## config.mk

```make
export PLATFORM = sky130hd
export DESIGN_NAME = uart_receiver
export DESIGN_NICKNAME = d
export VERILOG_FILES = /design/src/rtl/uart_receiver.sv
export SDC_FILE = /design/constraint.sdc
export NUM_CORES = 1
export LEC_CHECK = 0
export ABC_CLOCK_PERIOD_IN_PS = 2170
export CAP_MARGIN = 20
export CORE_MARGIN = 2
export CORE_UTILIZATION = 37
export DETAILED_ROUTE_END_ITERATION = 8
export GPL_TIMING_DRIVEN = 0
export SKIP_LAST_GASP = 1
export SLEW_MARGIN = 20
export SYNTH_ARGS = -nofsm -noshare
export SYNTH_HDL_FRONTEND = slang
export SYNTH_SLANG_ARGS = --single-unit
```

## constraint.sdc

```tcl
create_clock -name clk -period 2.17 [get_ports clk]
set_clock_uncertainty 0.2 [all_clocks]
set_input_delay 0.434 -clock clk [delete_from_list [all_inputs] [get_ports clk]]
set_output_delay 0.434 -clock clk [all_outputs]
set_load 0.02 [all_outputs]
```

## src/rtl/uart_receiver.sv

```systemverilog
// UART receive stage: 2-flop synchroniser, PRESCALE-times oversampling with
// a 3-sample majority vote, LSB-first deserialiser with parity/stop checking.
module uart_receiver #(
  parameter int DATA_WIDTH = 8,
  parameter int PRESCALE   = 8
) (
  input  logic                  clk,
  input  logic                  reset,
  input  logic                  serial_data_in,
  input  logic                  parity_enable,
  input  logic                  parity_type,
  output logic [DATA_WIDTH-1:0] parallel_data,
  output logic                  data_valid,
  output logic                  parity_error,
  output logic                  stop_error,
  output logic                  busy
);

  localparam int CW = (PRESCALE > 1) ? $clog2(PRESCALE) : 1;
  localparam int BW = (DATA_WIDTH > 1) ? $clog2(DATA_WIDTH) : 1;
  localparam logic [CW-1:0] C_S0  = CW'(PRESCALE / 2 - 1);
  localparam logic [CW-1:0] C_S1  = CW'(PRESCALE / 2);
  localparam logic [CW-1:0] C_DEC = CW'(PRESCALE / 2 + 1);
  localparam logic [CW-1:0] C_END = CW'(PRESCALE - 1);
  localparam logic [BW-1:0] B_LAST = BW'(DATA_WIDTH - 1);

  typedef enum logic [2:0] {
    S_IDLE,
    S_START,
    S_DATA,
    S_PARITY,
    S_STOP,
    S_WAIT_HIGH
  } state_t;

  function automatic logic maj3(input logic a, input logic b, input logic c);
    return (a & b) | (a & c) | (b & c);
  endfunction

  state_t                r_state;
  state_t                w_next;
  logic                  r_sync1;
  logic                  r_rx_s;
  logic [CW-1:0]         r_cnt;
  logic [BW-1:0]         r_bit;
  logic [DATA_WIDTH-1:0] r_shift;
  logic                  r_s0;
  logic                  r_s1;
  logic                  r_par_en;
  logic                  r_par_type;
  logic                  r_par_err;
  logic [DATA_WIDTH-1:0] r_data;
  logic                  r_valid;
  logic                  r_perr;
  logic                  r_serr;

  logic w_decide;
  logic w_bit_end;
  logic w_vote;
  logic w_exp_par;

  assign w_decide  = (r_cnt == C_DEC);
  assign w_bit_end = (r_cnt == C_END);
  assign w_vote    = maj3(r_s0, r_s1, r_rx_s);
  assign w_exp_par = r_par_type ? ~^r_shift : ^r_shift;

  // Synchroniser idles high so reset never looks like a start bit
  always_ff @(posedge clk) begin
    if (reset) begin
      r_sync1 <= 1'b1;
      r_rx_s  <= 1'b1;
    end else begin
      r_sync1 <= serial_data_in;
      r_rx_s  <= r_sync1;
    end
  end

  always_ff @(posedge clk) begin
    if (reset) r_state <= S_IDLE;
    else       r_state <= w_next;
  end

  always_comb begin
    w_next = r_state;
    case (r_state)
      S_IDLE:      if (!r_rx_s) w_next = S_START;
      S_START: begin
        if (w_decide && w_vote) w_next = S_IDLE;
        else if (w_bit_end)     w_next = S_DATA;
      end
      S_DATA:      if (w_bit_end && (r_bit == B_LAST)) w_next = r_par_en ? S_PARITY : S_STOP;
      S_PARITY:    if (w_bit_end) w_next = S_STOP;
      // Leave half a bit early so a back-to-back start bit is not missed
      S_STOP:      if (w_decide) w_next = w_vote ? S_IDLE : S_WAIT_HIGH;
      S_WAIT_HIGH: if (r_rx_s) w_next = S_IDLE;
      default:     w_next = S_IDLE;
    endcase
  end

  always_ff @(posedge clk) begin
    if (reset) begin
      r_cnt      <= '0;
      r_bit      <= '0;
      r_shift    <= '0;
      r_s0       <= 1'b1;
      r_s1       <= 1'b1;
      r_par_en   <= 1'b0;
      r_par_type <= 1'b0;
      r_par_err  <= 1'b0;
      r_data     <= '0;
      r_valid    <= 1'b0;
      r_perr     <= 1'b0;
      r_serr     <= 1'b0;
    end else begin
      r_valid <= 1'b0;
      if ((r_state == S_IDLE) || w_bit_end) r_cnt <= '0;
      else                                  r_cnt <= r_cnt + 1'b1;
      if (r_cnt == C_S0) r_s0 <= r_rx_s;
      if (r_cnt == C_S1) r_s1 <= r_rx_s;

      case (r_state)
        S_IDLE: begin
          if (!r_rx_s) begin
            r_par_en   <= parity_enable;
            r_par_type <= parity_type;
            r_par_err  <= 1'b0;
          end
        end
        S_START: r_bit <= '0;
        S_DATA: begin
          if (w_decide)  r_shift <= {w_vote, r_shift[DATA_WIDTH-1:1]};
          if (w_bit_end) r_bit   <= r_bit + 1'b1;
        end
        S_PARITY: if (w_decide) r_par_err <= (w_vote != w_exp_par);
        S_STOP: begin
          if (w_decide) begin
            r_data  <= r_shift;
            r_perr  <= r_par_err;
            r_serr  <= ~w_vote;
            r_valid <= 1'b1;
          end
        end
        default: ;
      endcase
    end
  end

  assign parallel_data = r_data;
  assign data_valid    = r_valid;
  assign parity_error  = r_perr;
  assign stop_error    = r_serr;
  assign busy          = (r_state == S_START) || (r_state == S_DATA) ||
                         (r_state == S_PARITY) || (r_state == S_STOP);

endmodule
```

# ---- After elaboration in Yosys (flattened, before gate mapping)
# Cells that the tools add are included.
dict set report word_totals {
  word_cells 80
  out_inout_bits 12
  latchBits 0
  rom_bits 0
  mem_count 0
  mem_bits_rw 0
  inputBits 5
  regBits 35
}
dict set report classes {
  multipliers 0
  n_bitwise 8
  n_shift 0
  n_reduce_logical 19
  magnitude_cmp 0
  n_addsub 2
  n_div 0
  eq_ne 19
  n_mux 17
}
# op count
set ops {}
lappend ops {{$mux 3} 10}
lappend ops {{$eq 3x3->1 const B} 6}
lappend ops {{$pmux 3 s6} 1}
lappend ops {{$ne 2x2->1 const B} 7}
lappend ops {{$eq 3x2->1 const B} 3}
lappend ops {{$reduce_and 2->1} 4}
lappend ops {{$reduce_xnor 8->1} 1}
lappend ops {{$reduce_xor 8->1} 1}
lappend ops {{$add 3x1->3 const B} 2}
lappend ops {{$pmux 3 s2} 1}
lappend ops {{$reduce_and 6->1} 1}
lappend ops {{$logic_or 1x1->1} 4}
lappend ops {{$mux 1} 4}
lappend ops {{$reduce_bool 2->1} 2}
lappend ops {{$reduce_or 2->1} 2}
lappend ops {{$and 1x1->1} 3}
lappend ops {{$eq 3x1->1 const B} 1}
lappend ops {{$logic_not 3->1} 1}
lappend ops {{$ne 3x3->1 const B} 1}
lappend ops {{$not 1->1} 3}
lappend ops {{$reduce_and 3->1} 1}
lappend ops {{$logic_and 1x1->1} 2}
lappend ops {{$or 1x1->1} 2}
lappend ops {{$pmux 1 s2} 1}
lappend ops {{$ne 1x1->1} 1}

# ---- Longest topological paths before layout
# Gate-level depths: netlist (run 1).
dict set report depth {
  ltp_word 6
  ltp_mapped 7
  ltp_nobuf 6
}

# ---- Least setup slack after synthesis (run 1)
# Ideal clock, no wire load.
dict set report synth_path {
  kind {register to register}
  start {register r_cnt[0]}
  end {register r_state[0]}
  path_stages_with_launch 8
  required_ps 1840
  path_slack_ps 337
  path_buffers 1
  setup_ps 130
  synth_period_minus_slack_ps 1833
  t_arrival_ps 1503
  path_cell_list {dfxtp_1 > ha_1 > ha_1 > buf_2 > nand2_1 > a32o_1 > o311ai_1 > o31ai_1}
}
dict set report synth_between {
  elab_chain_len 4
  elab_cells_between_ends 11
  classes_between {eq/ne: 6; mux: 2; reduce/logical: 3}
}
# element line_no
set synth_lines {}
lappend synth_lines {{from (decl)} 44} ;# logic [CW-1:0] r_cnt;
lappend synth_lines {{from (signal assigned)} 117} ;# else r_cnt <= r_cnt + 1'b1;
lappend synth_lines {{$eq 3x3->1, on equally long branches} {62, 63}}
lappend synth_lines {{$logic_and 1x1->1, on equally long branches} {88, 91}}
lappend synth_lines {{$ne 3x3->1 (no source line) (tied with other cells)} n/a}
lappend synth_lines {{$reduce_and 6->1 (no source line) / $pmux 3 s6 (equally long branches)} n/a}
lappend synth_lines {{to (signal assigned)} 80} ;# else r_state <= w_next;
lappend synth_lines {{to (decl)} 40} ;# state_t r_state;
# Parallel ways exist; a longest one is shown, timed or not.
# A chain may end at the register's enable or synchronous reset.

# ---- Worst setup path after layout (run 1)
dict set report layout_path {
  start {input port reset}
  end {register r_bit[2]}
}
# element line_no
set layout_rtl {}
lappend layout_rtl {{from (decl)} 8} ;# input logic reset,
lappend layout_rtl {{to (signal assigned)} 132} ;# if (w_bit_end) r_bit <= r_bit + 1'b1;
lappend layout_rtl {{to (decl)} 45} ;# logic [BW-1:0] r_bit;
# No word-level cell between the ends.

==> results of run 1 <==
==> area by class of cell <==
class | count | area, µm² | area share, %
inverters | 7 | 26.3 | 1.32
flip-flops and latches | 35 | 702 | 35.4
plain buffers | 10 | 53.8 | 2.71
well taps | 52 | 65.1 | 3.28
multi-input cells | 131 | 896 | 45.2
clock inverters | 2 | 12.5 | 0.631
repair buffers | 16 | 155 | 7.82
clock buffers | 6 | 72.6 | 3.66
==> critical path: stages <==
cell and delay (ns):
clkdlybuf4s50_1 0.57, clkbuf_1 0.45, clkbuf_1 0.46, nor2_1 0.10
==> worst max-delay path by stage <==
stage,slack (ns),startpoint,cells after the start,endpoint
finish,0.13,reset,4,r_bit[2]
global route,0.04,reset,4,r_par_type
CTS,0.003,r_state[1],5,busy
detailed placement,-0.20,reset,4,r_bit[2]
global placement,-0.17,reset,4,r_shift[4]
floorplan,0.34,r_cnt[0],7,r_state[0]
==> state kept, by name, summed over array words and instances (netlist names), 3 cells and up <==
register / cells
parallel_data: 8
r_bit: 3
r_cnt: 3
r_shift: 8
r_state: 3
==> cell usage after synthesis, drive strengths merged (2+ instances only) <==
library cell,n,area [µm²]
a22oi,2,15.0
xnor2,4,35.0
dfxtp,35,701
buf,8,41.3
xnor3,2,45.0
nand3,6,30.0
a211o,2,17.5
ha,7,87.6
a211oi,2,20.0
nor4,2,18.8
mux2i,11,110
nand2,24,90.1
inv,7,26.3
nor2,21,78.8
nor3,3,26.3
o211ai,2,15.0
a21oi,13,65.1
nor3b,2,15.0
o21ai,3,15.0
or3b,2,17.5
nand2b,2,12.5
or2,3,18.8
a32o,3,30.0
clkbuf,2,7.51
==> cell families after synthesis <==
| kind of cell | after synthesis | share of synthesized area [%] |
|---|---|---|
| muxes | 11 | 6.59 |
| buffers and inverters | 17 | 4.49 |
| DFF | 35 | 41.9 |
| AOI/OAI and AO/OA | 36 | 15.5 |
| and+or+nand+nor | 69 | 20.3 |
| adders and majority gates | 8 | 5.91 |
| xor gates and xnor gates | 7 | 5.31 |
==> power groups by stage <==
stage / registers, mW / clock network, mW / logic (mW)
global route: 0.722 / 0.500 / 0.515
global placement: 0.727 / 0 / 0.471
floorplan: 0.716 / 0 / 0.356
finish: 0.717 / 0.465 / 0.466
detailed placement: 0.728 / 0 / 0.473
CTS: 0.715 / 0.479 / 0.469
==> through the flow <==
stage               setup TNS, ns  utilization [%]  instances
floorplan                       0                -        183
global placement            -3.05             43.6        251
detailed placement          -3.40             43.6        251
CTS                             0             45.6        259
global route                    0             45.5        259
finish                          0             45.5        259
==> metal layers <==
layer	track usage, %	up-vias	routed length [µm]	part of all wire (%)
li1	-	687	-	-
met1	20.2	611	1760	51
met2	21.4	23	1490	43
met3	4.08	6	150	4.3
met4	6.29	0	61	1.8
met5	0	-	0	0
==> metrics.md, run 1 <==
| Metric | Value |
|---|---|
| Total CTS buffers | `5` |
| Synth cell types | `47` |
| Internal power | `1.08 mW` |
| Crit path max fanout | `10` |
| Cells after synthesis | `183` |
| First-pass GRT wire length | `5780 µm` |
| # fillers | `429` |
| CP Launch Type | `input pin` |
| Flops & latches, synth | `35` |
| Fmax | `0.489 GHz` |
| Worst r2r dst | `r_state[0]` |
| Hold Fails Final Rpt | `0` |
| Pre-CTS WS | `-0.198 ns` |
| Final setup fails | `0` |
| ANT cells | `0` |
| Number of port buffers | `16` |
| Clk sinks | `35` |
| Register-to-Register Path Depth | `7` |
| Layout cell share with drive strength beyond 1 | `11.6%` |
| RSZ-0062 raised after global routing | `no` |
| # IOs | `17` |
| DR vias | `1,327` |
| Pin count of the biggest net entering global routing | `12` |
| Top FF cell, synth | `dfxtp_1` |
| CTS H-tree depth | `2` |
| Root Buffer | `clkbuf_8` |
| Core ar. | `0.00435 mm²` |
| Mapped Nets | `195` |
| Crit Path Category | `in2reg` |
| Fin crit share | `94.1%` |
| Worst hold path type | `reg2reg` |
| Design Power | `1.65 mW` |
| Grt ovf | `0` |
| Number of global-route vias before repair | `1,204` |
| Post-synth ARST share | `0%` |
| Pins over their slew limit | `0` |
| Logic pwr share | `28.3%` |
| Post-synthesis cell area | `0.00167 mm²` |
| FF-to-FF setup slack | `0.14 ns` |
| Final Cell Area | `0.00198 mm²` |
| Routed Antenna Nets | `0` |
| Status | `complete, no violations` |
| Max-cap violations | `0` |
| DR iter-0 viols | `106` |
| Power Dens Cells | `831 mW/mm²` |
| Placed inst area | `0.00190 mm²` |
| WP data required | `2.14 ns` |
| LEAKAGE | `0.714 nW` |
| Hold path startpoint | `r_sync1` |
| Min Tclk post-route | `2.04 ns` |
| DRC | `0` |
| Share of power burned in registers | `43.5%` |
| Post-synthesis sequential area ratio | `41.9%` |
| CTS resizes | `4` |
| Worst r2r src | `r_cnt[0]` |
| Most frequent cells in the layout | `dfxtp_1, nand2_1, nor2_1, clkdlybuf4s50_1, a21oi_1` |
| Clk pwr share | `28.2%` |
| Max VDD drop | `477 µV` |
| CTS tree | `built` |
| Chip Height | `71.2 µm` |
| Hold_ws | `0.210 ns` |
| Slew HR | `64.8%` |
| Ys Warns | `0` |
| DIE WIDTH | `71.2 µm` |
| WP data arrival | `2.01 ns` |
| WL/cell | `13.4 µm` |
| Die area | `0.00507 mm²` |
| Floorplan row count | `24` |
| Clock Tree Buf Depth | `2` |
| Routed WL | `3460 µm` |
| Initial core utilization | `38.4%` |
| HPWL Detailed | `2530 µm` |
| Clock transition at the registers of the reported paths | `0.07 ns` |
| Post-synth EDFFs | `0` |
| WHS Endpoint | `r_rx_s` |
| CTS Hold Bufs | `0` |
| Worst-margin pin slew | `0.529 ns` |
| Clk Latency, worst-skew pair | `0.29 ns` |
| Crit end category | `register` |
| GRT Util Overall | `14.6%` |
| GPL Wtd Cong | `0.889` |
| Syn avg cell area | `9.13 µm²` |
| Switching share of power | `34.4%` |
| Setup bufs post-CTS | `0` |
| Fin nets | `218` |
| Commonest non-fill, non-tap cell in the layout | `dfxtp_1` |
| Initial antenna violation count | `0` |
| Final WS setup | `0.127 ns` |
| Hold depth | `1` |
| Net switching power figure | `566 µW` |
| Area growth syn-to-layout | `18.6%` |
| DR pass1 iterations | `4` |
| DR vias/cell | `5.12` |
No activity file was read; power rests on OpenSTA's default activity.
==> run 2, diff against run 1 <==
Settings changed: CAP_MARGIN 20 to default, HOLD_SLACK_MARGIN from default to 0.12, RECOVER_POWER from default to 25.
==> run 2 against run 1 <==
Hold slack hardly changed. Sequential power about the same. Fmax hardly changed. Utilization is 0.23 points lower. Largest cell class unchanged. Routed wire length increased by 0.38%. Register-to-register slack is essentially flat. Combinational power decreased by 1%. Die area unchanged. Critical endpoint is now r_shift[5].
==> metrics.md, run 2 (synthesis gave the netlist of run 1 again) <==
| Metric | Value |
|---|---|
| Crit Path Category | `in2reg` |
| Register area | `702 µm² (unchanged)` |
| LEAKAGE | `0.717 nW (+0.33%)` |
| # IOs | `17 (unchanged)` |
| Commonest non-fill, non-tap cell in the layout | `dfxtp_1` |
| FF-to-FF setup slack | `0.13 ns (about the same)` |
| Most frequent cells in the layout | `dfxtp_1, nand2_1, nor2_1, a21oi_1, clkdlybuf4s50_1` |
| Critical path's slowest cell | `clkdlybuf4s50_1` |
| Die area | `0.00507 mm² (unchanged)` |
| # fillers | `430 (+0.23%)` |
| Crit path max fanout | `10 (unchanged)` |
| Hold path startpoint | `r_sync1` |
| Worst r2r src | `r_cnt[0]` |
| Hold Fails Final Rpt | `0 (unchanged)` |
| Clk sinks | `35 (unchanged)` |
| Max-cap violations | `0 (unchanged)` |
| WP data required | `2.13 ns (about the same)` |
| Max VDD drop | `477 µV (-0.11%)` |
| Chip Height | `71.2 µm (unchanged)` |
| Fin nets | `218 (unchanged)` |
| WP data arrival | `2.01 ns (about the same)` |
| Routed WL | `3470 µm (+0.38%)` |
| Min Tclk post-route | `2.04 ns (+0.000933 ns)` |
| Core ar. | `0.00435 mm² (unchanged)` |
| Status | `complete, no violations` |
| Placed inst area | `0.00190 mm² (unchanged)` |
| Multi-input combinational cell area | `890 µm² (-0.70%)` |
| GRT Util Overall | `14.6% (unchanged)` |
| Clk Latency, worst-skew pair | `0.29 ns (about the same)` |
| Worst-margin pin slew | `0.669 ns (+0.140 ns)` |
| ANT cells | `0 (unchanged)` |
| CTS H-tree depth | `2 (unchanged)` |
| Final Cell Area | `0.00197 mm² (-0.50%)` |
| CTS tree | `built` |
| Clock transition at the registers of the reported paths | `0.07 ns (about the same)` |
| Setup bufs post-CTS | `0 (unchanged)` |
| Hold_ws | `0.210 ns (+0.00000200 ns)` |
| Initial core utilization | `38.4% (unchanged)` |
| Fmax | `0.489 GHz (about the same)` |
| Number of port buffers | `16 (unchanged)` |
| Pin count of the biggest net entering global routing | `12 (unchanged)` |
| Routed Antenna Nets | `0 (unchanged)` |
| Worst hold path type | `reg2reg` |
| Crit end category | `register` |
| Root Buffer | `clkbuf_8` |
| Clock Tree Buf Depth | `2 (unchanged)` |
| CP Launch Type | `input pin` |
| Fin crit share | `94.2% (about the same)` |
| Final setup fails | `0 (unchanged)` |
| DR vias/cell | `5.17 (+0.90%)` |
| Design Power | `1.64 mW (-0.41%)` |
| GPL Wtd Cong | `0.889 (unchanged)` |
| Number of global-route vias before repair | `1,204 (unchanged)` |
| Max incr delay on CP | `0.57 ns (about the same)` |
| DR pass1 iterations | `4 (unchanged)` |
| Floorplan row count | `24 (unchanged)` |
| Pins over their slew limit | `0 (unchanged)` |
| Final core occ | `45.3% (-0.23 points)` |
| DIE WIDTH | `71.2 µm (unchanged)` |
| Initial antenna violation count | `0 (unchanged)` |
| Worst path cell trace | `clkdlybuf4s50_1 -> clkbuf_1 -> clkbuf_1 -> nor2_1` |
| HPWL Detailed | `2530 µm (unchanged)` |
| Slew HR | `55.0% (-9.8 points)` |
| RSZ-0062 raised after global routing | `no` |
| Total CTS buffers | `5 (unchanged)` |
| Grt ovf | `0 (unchanged)` |
| DR vias | `1,339 (+0.90%)` |
| Most used cell, CP | `clkbuf_1` |
| DR iter-0 viols | `105 (-0.94%)` |
| Power Dens Cells | `831 mW/mm² (about the same)` |
| First-pass GRT wire length | `5780 µm (unchanged)` |
| Area growth syn-to-layout | `18.0%` |
| WL/cell | `13.4 µm (+0.38%)` |
| Critical Path Source | `reset` |
| Final TNS setup | `0 ns (unchanged)` |
| Layout cell share with drive strength beyond 1 | `10.6% (-0.97 points)` |
| DRC | `0 (unchanged)` |
[run 2: timing repair]
| action | CTS | global route |
|---|---|---|
| resized for setup | 4 | 3 |
| hold buffers | 0 | 0 |
| gates cloned | 0 | 0 |
| setup endpoints to repair | 1 | 1 |
[run 2: power breakdown]
group	internal [mW]	leakage [nW]	switching (mW)
Clock	0.224	0.0412	0.239
Combinational	0.179	0.392	0.282
Sequential	0.677	0.283	0.0393
[run 2: cell type report]
type                    instances  share of cell area (%)
plain buffers                  10                    2.54
clock buffers                   6                    3.68
clock inverters                 2                   0.634
inverters                       7                    1.33
multi-input cells             131                    45.1
flip-flops and latches         35                    35.6
well taps                      52                    3.30
repair buffers                 16                    7.86
[run 2: routing by layer]
metal	track usage, %	up-vias	routed length [µm]
met5	0	-	0
met2	21.4	24	1520
met4	6.29	0	61
met1	20.2	623	1750
met3	4.08	6	147
li1	-	686	-
[run 2: per-stage QoR]
step,worst slack [ns],instances
3_5_place_dp,-0.198,251
4_1_cts,0.00337,259
2_1_floorplan,0.337,183
6_report,0.126,259
5_1_grt,0.0357,259
3_3_place_gp,-0.172,251
[run 2: final timing paths]
path / end / depth (start not counted)
max: r_shift[5] / 4
min: r_rx_s / 1
max reg2reg: r_state[0] / 7
min reg2reg: r_rx_s / 1
[run 2: critical path, delay by kind of cell]
family	cells	cell delay (ns)
buf+inv	3	1.48
simple gates	1	0.10
==> run 3, diff against run 2 <==
--- a/config.mk
+++ b/config.mk
@@ -8,8 +8,9 @@
 export ABC_CLOCK_PERIOD_IN_PS = 2170
 export CORE_MARGIN = 2
-export CORE_UTILIZATION = 37
+export CORE_UTILIZATION = 55
 export DETAILED_ROUTE_END_ITERATION = 8
 export GPL_TIMING_DRIVEN = 0
 export HOLD_SLACK_MARGIN = 0.12
+export PLACE_DENSITY = 0.78
 export RECOVER_POWER = 25
 export SKIP_LAST_GASP = 1
==> constraint.sdc (replaced) <==
create_clock -name clk -period 2.17 [get_ports clk]
set_clock_uncertainty 0.2 [all_clocks]
set_input_delay 0.5425 -clock clk [delete_from_list [all_inputs] [get_ports clk]]
set_output_delay 0.5425 -clock clk [all_outputs]
set_load 0.02 [all_outputs]
==> run 3 against run 2 <==
Hold slack gained 0.0090 ns. Final area is 2.3% lower. Clock power down 23%. Die area fell by 31%. Cell count is 8.1% lower. Fmax decreased by 0.42%. Critical endpoint is now busy.
==> metrics.md, run 3 (synthesis gave the netlist of run 1 again) <==
| Metric | Value |
|---|---|
| Fmax | `0.487 GHz (-0.42%)` |
| Internal power | `1.01 mW (-6.1%)` |
| Crit path max fanout | `10 (unchanged)` |
| Placed inst area | `0.00187 mm² (-1.3%)` |
| Number of global-route vias before repair | `1,296 (+7.6%)` |
| Share of power burned in registers | `46.6% (+3.0 points)` |
| GPL Wtd Cong | `0.875 (-1.5%)` |
| Final setup fails | `0 (unchanged)` |
| Switching share of power | `34.2% (+0.051 points)` |
| DRC | `0 (unchanged)` |
| Clock transition at the registers of the reported paths | `0.10 ns (+0.03 ns)` |
| Pin count of the biggest net entering global routing | `19 (+7)` |
| Placed cells | `232 (-7.6%)` |
| Final Cell Area | `0.00193 mm² (-2.3%)` |
| Layout cell share with drive strength beyond 1 | `10.7% (+0.10 points)` |
| Worst r2r src | `r_cnt[0]` |
| DR pass1 iterations | `4 (unchanged)` |
| Net switching power figure | `527 µW (-5.9%)` |
| Fin crit share | `94.6% (+0.40 points)` |
| RSZ-0062 raised after global routing | `no` |
| Fin cells | `238 (-8.1%)` |
| Setup bufs post-CTS | `0 (unchanged)` |
| Core ar. | `0.00298 mm² (-32%)` |
| Hold path startpoint | `r_sync1` |
| Most frequent cells in the layout | `dfxtp_1, nand2_1, nor2_1, clkdlybuf4s50_1, a21oi_1` |
| Initial core utilization | `56.1% (+18 points)` |
| DR vias | `1,384 (+3.4%)` |
| ANT cells | `0 (unchanged)` |
| First-pass GRT wire length | `5630 µm (-2.6%)` |
| Status | `complete, no violations` |
| Die area | `0.00350 mm² (-31%)` |
| Critical Path Source | `r_state[0]` |
| CTS Hold Bufs | `0 (unchanged)` |
| Clk sinks | `35 (unchanged)` |
| Max VDD drop | `435 µV (-8.7%)` |
| Fin nets | `217 (-0.46%)` |
| DR iter-0 viols | `54 (-49%)` |
| Routed Antenna Nets | `0 (unchanged)` |
| DIE WIDTH | `59.1 µm (-17%)` |
| Clk Latency, worst-skew pair | `0.34 ns (+0.05 ns)` |
| WL/cell | `13.8 µm (+3.2%)` |
| CTS H-tree depth | `2 (unchanged)` |
| Hold Fails Final Rpt | `0 (unchanged)` |
| Total CTS buffers | `5 (unchanged)` |
| Grt ovf | `0 (unchanged)` |
| Final WS setup | `0.118 ns (-0.00864 ns)` |
| DR vias/cell | `5.82 (+12%)` |
| Clock Tree Buf Depth | `2 (unchanged)` |
| # IOs | `17 (unchanged)` |
| Number of port buffers | `16 (unchanged)` |
| CTS tree | `built` |
| Pins over their slew limit | `0 (unchanged)` |
| GRT Util Overall | `21.7% (+7.1 points)` |
| Area growth syn-to-layout | `15.3%` |
| Min Tclk post-route | `2.05 ns (+0.00864 ns)` |
| Crit end category | `output port` |
| CP Launch Type | `register` |
| Worst hold path type | `reg2reg` |
| CTS resizes | `9 (+5)` |
| Initial antenna violation count | `0 (unchanged)` |
| Chip Height | `59.1 µm (-17%)` |
| WP data arrival | `1.31 ns (-0.70 ns)` |
| Worst-margin pin slew | `0.595 ns (-0.0738 ns)` |
| Commonest non-fill, non-tap cell in the layout | `dfxtp_1` |
| HPWL Detailed | `2480 µm (-1.9%)` |
| Max-cap violations | `0 (unchanged)` |
| Routed WL | `3300 µm (-5.2%)` |
| Final TNS setup | `0 ns (unchanged)` |
| Crit Path Category | `reg2out` |
| Design Power | `1.54 mW (-6.0%)` |
| Pre-CTS WS | `-0.243 ns (-0.0443 ns)` |
| WP data required | `1.43 ns (-0.70 ns)` |
| Clk pwr share | `23.0% (-5.2 points)` |
| Power Dens Cells | `799 mW/mm² (-3.8%)` |
| Logic pwr share | `30.3% (+2.2 points)` |
| Root Buffer | `clkbuf_4` |
| Slew HR | `60.0% (+5.0 points)` |
| Floorplan row count | `20 (-17%)` |
| LEAKAGE | `0.698 nW (-2.6%)` |
-- run 3: worst max-delay path, stage by stage (launching register included) --
cell and delay, ns:
dfxtp_2 0.38, buf_6 0.16, nor2_1 0.14, xnor2_1 0.12, buf_2 0.18
-- run 3: through the flow --
stage                     hold slack (ns)  utilization [%]
after global placement              0.191             62.9
after global routing                0.228             64.7
after CTS                           0.221             65.1
after floorplan                     0.189                -
after detailed placement            0.198             62.9
final                               0.219             64.7
-- run 3: worst paths after layout --
path                endpoint  slack (ns)  cells past startpoint
setup / recovery        busy        0.12                      4
hold / removal        r_rx_s        0.22                      1
setup reg to reg  r_state[0]        0.16                      7
hold reg to reg       r_rx_s        0.22                      1
-- run 3: metal layers --
layer  vias up  track usage (%)  part of all wire [%]
met5         -                0                     0
met4         0             11.4                   2.5
met3        11             5.90                   3.5
met2        23             36.5                    51
met1       664             25.2                    43
li1        686                -                     -
-- run 3: area by class of cell --
cell class,instances,area (µm²)
Sequential cell,35,702
Timing Repair Buffer,16,155
Fill cell,260,1050
Clock buffer,6,51.3
Clock inverter,1,5.00
Multi-Input combinational cell,131,896
Buffer,9,51.3
Inverter,7,26.3
Tap cell,33,41.3
-- run 3: power by group through the flow --
stage          registers [mW]  logic, mW  clock network, mW
2_1_floorplan           0.716      0.356                  0
3_3_place_gp            0.724      0.464                  0
3_5_place_dp            0.727      0.466                  0
4_1_cts                 0.718      0.476              0.366
5_1_grt                 0.724      0.523              0.398
6_report                0.719      0.468              0.355
